**src/rtl/pipeline_mem_reader_pkg.sv**
```systemverilog
// rtl/pipeline_mem_reader_pkg.sv - shared defaults, result record and sizing helper for the memory reader
package pipeline_mem_reader_pkg;

    localparam int DEF_ADDR_W     = 8;
    localparam int DEF_DATA_W     = 16;
    localparam int DEF_RD_W       = 4;
    localparam int DEF_FIFO_DEPTH = 4;

    typedef struct packed {
        logic [DEF_RD_W-1:0]   rd;
        logic [DEF_ADDR_W-1:0] addr;
        logic [DEF_DATA_W-1:0] data;
    } mem_result_t;

    // Occupancy counter must hold the value DEPTH itself, hence the extra bit.
    function automatic int cnt_width(input int depth);
        return $clog2(depth) + 1;
    endfunction

endpackage

```
**src/rtl/mem_reader_fifo.sv**
```systemverilog
// rtl/mem_reader_fifo.sv - in-order response FIFO with occupancy count, pointers wrap modulo DEPTH
module mem_reader_fifo
    import pipeline_mem_reader_pkg::*;
#(
    parameter int DEPTH = DEF_FIFO_DEPTH,
    parameter int W     = 8
) (
    input  logic                        clk,
    input  logic                        rst,
    input  logic                        push,
    input  logic [W-1:0]                push_data,
    input  logic                        pop,
    output logic                        head_valid,
    output logic [W-1:0]                head_data,
    output logic [cnt_width(DEPTH)-1:0] count
);

    localparam int PTR_W = $clog2(DEPTH);
    localparam int CNT_W = cnt_width(DEPTH);

    logic [W-1:0]     mem_q [DEPTH];
    logic [PTR_W-1:0] wr_ptr_q, wr_ptr_d;
    logic [PTR_W-1:0] rd_ptr_q, rd_ptr_d;
    logic [CNT_W-1:0] count_q, count_d;
    logic             full;
    logic             do_push;
    logic             do_pop;

    always_comb begin
        full     = (count_q == CNT_W'(DEPTH));
        do_push  = push && !full;
        do_pop   = pop && (count_q != '0);
        wr_ptr_d = wr_ptr_q;
        rd_ptr_d = rd_ptr_q;
        count_d  = count_q;
        if (do_push) wr_ptr_d = wr_ptr_q + PTR_W'(1);
        if (do_pop)  rd_ptr_d = rd_ptr_q + PTR_W'(1);
        case ({do_push, do_pop})
            2'b10:   count_d = count_q + CNT_W'(1);
            2'b01:   count_d = count_q - CNT_W'(1);
            default: count_d = count_q;
        endcase
    end

    // Storage is cleared so the head fields read as zero out of reset.
    always_ff @(posedge clk) begin
        if (rst) begin
            wr_ptr_q <= '0;
            rd_ptr_q <= '0;
            count_q  <= '0;
            for (int i = 0; i < DEPTH; i++) mem_q[i] <= '0;
        end else begin
            wr_ptr_q <= wr_ptr_d;
            rd_ptr_q <= rd_ptr_d;
            count_q  <= count_d;
            if (do_push) mem_q[wr_ptr_q] <= push_data;
        end
    end

    assign head_valid = (count_q != '0);
    assign head_data  = mem_q[rd_ptr_q];
    assign count      = count_q;

endmodule

```
**src/rtl/pipeline_mem_reader.sv**
```systemverilog
// rtl/pipeline_mem_reader.sv - credit-managed 3-stage load pipeline with register write-back and response FIFO (MEM_READER_STATS_EN adds rd_count)
module pipeline_mem_reader
    import pipeline_mem_reader_pkg::*;
#(
    parameter int ADDR_W     = DEF_ADDR_W,
    parameter int DATA_W     = DEF_DATA_W,
    parameter int RD_W       = DEF_RD_W,
    parameter int FIFO_DEPTH = DEF_FIFO_DEPTH
) (
    input  logic              clk1,
    input  logic              rst,
    input  logic              req_valid,
    output logic              req_ready,
    input  logic [ADDR_W-1:0] req_addr,
    input  logic [RD_W-1:0]   req_rd,
    output logic              mem_rd_en,
    output logic [ADDR_W-1:0] mem_addr,
    input  logic [DATA_W-1:0] mem_rdata,
    output logic              rf_we,
    output logic [RD_W-1:0]   rf_waddr,
    output logic [DATA_W-1:0] rf_wdata,
    output logic              resp_valid,
    input  logic              resp_ready,
`ifdef MEM_READER_STATS_EN
    output logic [15:0]       rd_count,
`endif
    output logic [RD_W-1:0]   resp_rd,
    output logic [ADDR_W-1:0] resp_addr,
    output logic [DATA_W-1:0] resp_data
);

    localparam int CNT_W  = cnt_width(FIFO_DEPTH);
    localparam int CRED_W = CNT_W + 1;

    typedef struct packed {
        logic [RD_W-1:0]   rd;
        logic [ADDR_W-1:0] addr;
        logic [DATA_W-1:0] data;
    } res_t;

    logic              s1_valid_q, s1_valid_d;
    logic [ADDR_W-1:0] s1_addr_q, s1_addr_d;
    logic [RD_W-1:0]   s1_rd_q, s1_rd_d;
    logic              s2_valid_q, s2_valid_d;
    logic [ADDR_W-1:0] s2_addr_q, s2_addr_d;
    logic [RD_W-1:0]   s2_rd_q, s2_rd_d;
    logic              wb_valid_q, wb_valid_d;
    logic [RD_W-1:0]   wb_rd_q, wb_rd_d;
    logic [DATA_W-1:0] wb_data_q, wb_data_d;

    logic [CNT_W-1:0]  fifo_count;
    logic [CRED_W-1:0] credits;
    logic              accept;
    logic              pop;
    res_t              push_res;
    res_t              head_res;

    // Stage 1 drives the memory, stage 2 waits for read data; both hold a credit
    // until the result lands in the FIFO on the same edge as the write-back.
    always_comb begin
        credits    = CRED_W'(fifo_count) + CRED_W'(s1_valid_q) + CRED_W'(s2_valid_q);
        req_ready  = !rst && (credits < CRED_W'(FIFO_DEPTH));
        accept     = req_valid && req_ready;
        pop        = resp_valid && resp_ready;

        s1_valid_d = accept;
        s1_addr_d  = accept ? req_addr : s1_addr_q;
        s1_rd_d    = accept ? req_rd : s1_rd_q;

        s2_valid_d = s1_valid_q;
        s2_addr_d  = s1_valid_q ? s1_addr_q : s2_addr_q;
        s2_rd_d    = s1_valid_q ? s1_rd_q : s2_rd_q;

        push_res   = '{rd: s2_rd_q, addr: s2_addr_q, data: mem_rdata};
        wb_valid_d = s2_valid_q;
        wb_rd_d    = s2_valid_q ? s2_rd_q : wb_rd_q;
        wb_data_d  = s2_valid_q ? mem_rdata : wb_data_q;
    end

    always_ff @(posedge clk1) begin
        if (rst) begin
            s1_valid_q <= 1'b0;
            s1_addr_q  <= '0;
            s1_rd_q    <= '0;
            s2_valid_q <= 1'b0;
            s2_addr_q  <= '0;
            s2_rd_q    <= '0;
            wb_valid_q <= 1'b0;
            wb_rd_q    <= '0;
            wb_data_q  <= '0;
        end else begin
            s1_valid_q <= s1_valid_d;
            s1_addr_q  <= s1_addr_d;
            s1_rd_q    <= s1_rd_d;
            s2_valid_q <= s2_valid_d;
            s2_addr_q  <= s2_addr_d;
            s2_rd_q    <= s2_rd_d;
            wb_valid_q <= wb_valid_d;
            wb_rd_q    <= wb_rd_d;
            wb_data_q  <= wb_data_d;
        end
    end

    mem_reader_fifo #(
        .DEPTH (FIFO_DEPTH),
        .W     ($bits(res_t))
    ) u_fifo (
        .clk        (clk1),
        .rst        (rst),
        .push       (s2_valid_q),
        .push_data  (push_res),
        .pop        (pop),
        .head_valid (resp_valid),
        .head_data  (head_res),
        .count      (fifo_count)
    );

    assign mem_rd_en = s1_valid_q;
    assign mem_addr  = s1_addr_q;
    assign rf_we     = wb_valid_q;
    assign rf_waddr  = wb_rd_q;
    assign rf_wdata  = wb_data_q;
    assign resp_rd   = head_res.rd;
    assign resp_addr = head_res.addr;
    assign resp_data = head_res.data;

`ifdef MEM_READER_STATS_EN
    logic [15:0] rd_count_q;

    always_ff @(posedge clk1) begin
        if (rst)      rd_count_q <= 16'd0;
        else if (pop) rd_count_q <= rd_count_q + 16'd1;
    end

    assign rd_count = rd_count_q;
`endif

endmodule

```
**config.mk**
```make
export PLATFORM = sky130hd
export DESIGN_NAME = pipeline_mem_reader
export DESIGN_NICKNAME = d
export VERILOG_FILES = /design/src/rtl/pipeline_mem_reader_pkg.sv /design/src/rtl/mem_reader_fifo.sv /design/src/rtl/pipeline_mem_reader.sv
export SDC_FILE = /design/constraint.sdc
export NUM_CORES = 1
export LEC_CHECK = 0
export ABC_AREA = 1
export CORE_MARGIN = 1.5
export CORE_UTILIZATION = 35
export CTS_BUF_LIST = sky130_fd_sc_hd__clkbuf_16
export DETAILED_ROUTE_END_ITERATION = 8
export HOLD_SLACK_MARGIN = 0.02
export SKIP_CTS_REPAIR_TIMING = 1
export SYNTH_ARGS = -nofsm -noshare
export SYNTH_HDL_FRONTEND = slang
export SYNTH_SLANG_ARGS = --single-unit
```
**constraint.sdc**
```tcl
create_clock -name clk1 -period 4.91 [get_ports clk1]
set_input_delay 0.982 -clock clk1 [delete_from_list [all_inputs] [get_ports clk1]]
set_output_delay 0.982 -clock clk1 [all_outputs]
set_load 0.005 [all_outputs]
```
; After elaboration in Yosys (flattened, before gate mapping)
; Memory sizes are Yosys's and may differ from the RTL's. A register that Yosys moved wholly into a read port is not among the register bits.
; Index checks and enable logic that the tools add are counted.
[word_totals]
ram_bits = 112
ff_bits = 54
output_inout_bits = 60
mem_count = 1
word_cells = 44
[memory_table]
columns = name, depth, word_bits, rd, rd_ports_with_merged_regs, write_ports, line_no
row1 = u_fifo.mem_q, 4, 28, 1, 1, 4, mem_reader_fifo.sv:21  ; logic [W-1:0] mem_q [DEPTH];
[classes]
n_addsub = 6
order_cmp = 1
reduce_logical = 10
muxes = 11
n_eq_ne = 3
[ops]
columns = cell, n
row1 = $mux 28, 1
row2 = $reduce_or 28->1, 1
row3 = $mux 1, 6
row4 = $mux 2, 3
row5 = $pmux 3 s2, 1
row6 = $logic_and 1x1->1, 5
row7 = $add 2x1->2 const B, 2
row8 = $add 3x1->4, 1
row9 = $add 4x1->4, 1
row10 = $lt 4x3->1 const B, 1
row11 = $add 3x1->3 const B, 1
row12 = $eq 3x3->1 const B, 1
row13 = $reduce_bool 3->1, 1
row14 = $sub 3x1->3 const B, 1
row15 = $eq 2x1->1 const B, 1
row16 = $eq 2x2->1 const B, 1
row17 = $logic_not 1->1, 2
row18 = $reduce_bool 2->1, 1

; Longest topological paths before layout
[depth]
ltp_word = 8
mapped_depth = 13

; By module
; A second synthesis with hierarchy kept.
[unflattened]
hier_cells = 767
area_unflattened_um2 = 7208.2
[by_module_without_submodules]
columns = mod, seq_area_each_um2, instances, cells_per_inst, area_each_um2
row1 = mem_reader_fifo, 3543.4, 1, 521, 5388.9
row2 = pipeline_mem_reader, 940.9, 1, 246, 1819.2

; Least setup slack after synthesis
; No wires, ideal clock.
[synth_path]
path_type = register to register
start = reg u_fifo.wr_ptr_q[0]
end = mem u_fifo.mem_q[2][0] (netlist name) (enable)
arrival_time_ps = 2678
path_buffers = 1
path_stages_with_launch = 5
path_slack_ps = 1781
required_ps = 4458
period_less_slack_ps = 3129
cell_sequence = dfxtp_1 inv_1 nand2_1 clkbuf_1 o21ai_0
[synth_rtl]
columns = item, line_no
row1 = start: declaration, mem_reader_fifo.sv:22  ; logic [PTR_W-1:0] wr_ptr_q, wr_ptr_d;
row2 = start signal: assignment, mem_reader_fifo.sv:53  ; wr_ptr_q <= wr_ptr_d;
row3 = end: declaration, mem_reader_fifo.sv:21

==> impl_summary.txt <==
----------------------------------------------------
[Yosys]
  Top cells by area, synth ... edfxtp_1, dfxtp_1, nor2_1
  Post-synthesis share of cell area spent on full adders, half adders and majority gates ... 0.641%
  Dominant register cell in the synthesized netlist ... edfxtp_1
  Synthesized netlist net count ... between 700 and 800
  Share of synthesized flip-flops with an asynchronous set or reset ... 0%
  FF+latch count, synth ... 168
  Area share of the leading cell type in the synthesized netlist ... about 48%
  Total standard cell area after synthesis ... 7030 µm²
  Cell with the most instances after synthesis ... nor2_1
  Synth Area in Simple Gates ... between 15 and 20%
  Yosys warning count ... 0
  Number of enable-type register cells in the synthesized netlist ... 112
  Largest family of logic cells by synthesized area ... simple AND/OR/NAND/NOR gates
  Ranking of synthesized cells by instance count ... nor2_1, edfxtp_1, inv_1, o21ai_0, dfxtp_1
  Number of different library cells in the post-synthesis netlist ... 23
  Top cell type by total area after synthesis ... edfxtp_1
  Cells after synthesis ... 736
  Syn avg cell area ... 9.55 µm²
  Xor and xnor fraction of the mapped netlist area ... less than 1%
  Portion of the post-synthesis area used by sequential elements ... between 60% and 70%
  Mux cell area share after synthesis ... 0%
  Compound-gate portion of the synthesized area ... 11.5%

[Pwr]
  IR drop worst, VDD ... 0.243 mV
  Sw Share ... 27.7%
  Part of the total power dissipated in sequential elements ... a little over two fifths
  Pwr per Cell Area ... 455 nW/µm²
  Power Total ... 4.01 mW
  Leak ... 3.39 nW
  Total net switching power ... 1.11 mW
  Share of power burned in combinational logic ... a little under a quarter
  Internal power contribution ... 2.90 mW
  Part of the power in the clock network ... roughly a third

[Critical path]
  Arrival time of the worst setup path ... 2690 ps
  Count of cells along the worst register-to-register path ... 8
  Register-to-register setup slack ... 2710 ps
  Endpoint of the most critical register-to-register path ... u_fifo.mem_q[0][17]
  Worst setup SP type ... flip-flop
  Endpoint required time on the critical path ... 3930 ps
  Worst setup path class ... flip-flop to primary output
  Kind of end point of the critical path ... primary output
  Maximum fanout encountered on the critical timing path ... 29
  Reg-to-reg critical path startpoint ... s2_valid_q

[STA]
  Headroom to the max-slew limit ... 39.9%
  Slew at the pin closest to its max-slew limit ... 901 ps
  Total count of max-transition violations in the final report ... 0
  Hold slack ... 458 ps
  Period utilization ... 74.7%
  Fin Setup TNS ... 0 ps
  Final count of hold timing violations ... 0
  Highest achievable clock rate ... around 270 MHz
  Setup violators final ... 0
  Shortest period the worst path allows ... between 3000 and 4000 ps
  RSZ-0062 raised after global routing ... false
  Post-route clock skew ... around 5.3 ps

[Global route]
  Routing usage on met3 ... 4.05%
  Met2 Use GR ... 25.1%
  Number of global-route vias before repair ... 4,787
  GRT Overall Usage ... 16.5%
  Maximum number of pins on one net before global-route repair ... 57
  Global routing met1 resource utilization ... between 20% and 30%
  Wire length of the first global-routing pass ... 25,600 µm
  Initial antenna violation count ... 0
  Grt peak-use layer ... met2
  Global route overflow ... 0

[Routing]
  Initial DRT Pass Iterations ... 5
  DR DRC count ... 0
  Total routed wirelength ... 16,300 µm
  Antenna-violating nets left ... 0
  Routed wire length per instance ... approximately 15 µm
  Total number of vias ... 5,046
  First-iteration detailed-routing DRC count ... 323
  Via density ... 4.61

[Die]
  Top-Level Pins ... 92
  Number of placement rows ... 51
  Core area ... 19,600 µm²
  Horizontal die dimension ... 145 µm
  Floorplan die height ... 145 µm
  Die Area ... between 20,000 and 25,000 µm²
  Effective utilization at floorplan ... 35.9%

[Hold path]
  Number of cells on the worst hold path ... 2
  Worst Hold Class ... flip-flop to flip-flop
  Hold Path End ... s2_rd_q[0]
  Hold path start ... s1_rd_q[0]

[Clocking]
  Max H-tree Level ... 4
  Worst-path clk slew ... around 60 ps
  Clk sink count ... 168
  Clock tree from TritonCTS ... built
  CTS root buffer ... clkbuf_16
  Clock latency at the later pin of the worst-skew pair ... 420 ps
  Maximum root-to-sink buffer count ... 2
  Clock buffers created by TritonCTS ... 17

[Placed design]
  Half-perimeter wire length after detailed placement ... roughly 10,000 µm
  Count of buffers from port buffering ... 91
  Final Wtd Congestion ... 0.729

[Flow run]
  Max-capacitance violation count ... 0

[Cells and area]
  Antenna fix cells ... 0
  FILL cells ... 1,869
  Net count of the finished layout ... 852
  Ratio of cells with drive above 1 in the final layout ... under 10%
  Relative area change from synthesis to final layout ... 25.5%

[Run status]
  Outcome ... complete, no violations

----------------------------------------------------
==> worst max-delay path by stage <==
stage	slack [ps]	cells past startpoint	start	end
detailed placement	1490	6	rst	req_ready
global placement	1480	6	rst	req_ready
finish	1240	5	flip-flop	resp_data[8]
global route	1070	5	flip-flop	resp_data[8]
CTS	1170	5	flip-flop	resp_data[8]
floorplan	1780	4	u_fifo.wr_ptr_q[0]	u_fifo.mem_q[2][0]
==> power groups by stage <==
stage	Clock (mW)	Sequential (mW)	Combinational, mW
after floorplan	0	1.71	0.495
after global placement	0	1.71	0.955
after detailed placement	0	1.71	0.967
after CTS	1.40	1.68	0.971
after global routing	1.46	1.70	1.06
final	1.38	1.68	0.950
==> through the flow <==
step	worst slack (ps)	cells	area (µm²)	utilization, %
after global routing	1070	1095	8820	45.0
after global placement	1480	1063	8190	41.8
after floorplan	1780	736	7030	-
after CTS	1170	1095	8820	45.0
after detailed placement	1490	1063	8190	41.8
final	1240	1095	8820	45.0
==> flip-flops by register name, indices dropped and copies added, names as in the netlist, named ones only <==
name / count
u_fifo.rd_ptr_q: 2
u_fifo.wr_ptr_q: 2
rf_waddr: 4
rf_we: 1
s2_rd_q: 4
rf_wdata: 16
s1_rd_q: 4
s2_valid_q: 1
mem_rd_en: 1
mem_addr: 8
s2_addr_q: 8
u_fifo.mem_q: 112
u_fifo.count: 3
==> cell type report <==
type | count | area [µm²] | share of cell area (%)
clock buffers | 22 | 551 | 6.24
inverters | 109 | 409 | 4.64
flip-flops and latches | 168 | 4480 | 50.8
well taps | 265 | 332 | 3.76
repair buffers | 105 | 1020 | 11.5
clock inverters | 10 | 81.3 | 0.922
multi-input cells | 416 | 1950 | 22.1
==> layout by cell type (no fill, tap or decap), drive strengths merged <==
master	n
edfxtp	112
inv	113
clkinvlp	1
buf	14
nand2	48
o21ai	92
bufinv	1
o22ai	28
nand4	12
clkdlybuf4s50	91
fa	1
clkinv	4
dfxtp	56
xor2	1
a21oi	35
clkbuf	22
nand3	4
ha	2
nor2	193
==> worst max-delay path, cell delays in order, from the launching register on <==
cell and delay, ps:
dfxtp_1 290, buf_4 220, inv_1 690, o21ai_0 200
o22ai_1 290, clkdlybuf4s50_1 560
==> layer usage <==
metal  vias to the layer above  wire (µm)
li1                       2571          -
met5                         -          0
met2                       136       7170
met3                        24        914
met1                      2315       7900
met4                         0        345
==> cells by family after synthesis <==
family / Yosys count
AO/OA/AOI/OAI: 155
AND/OR/NAND/NOR: 257
adder cells (fa/ha/maj): 3
XOR/XNOR: 1
flip-flops: 168
buffers and inverters: 152
No activity file was read; power rests on OpenSTA's default activity.
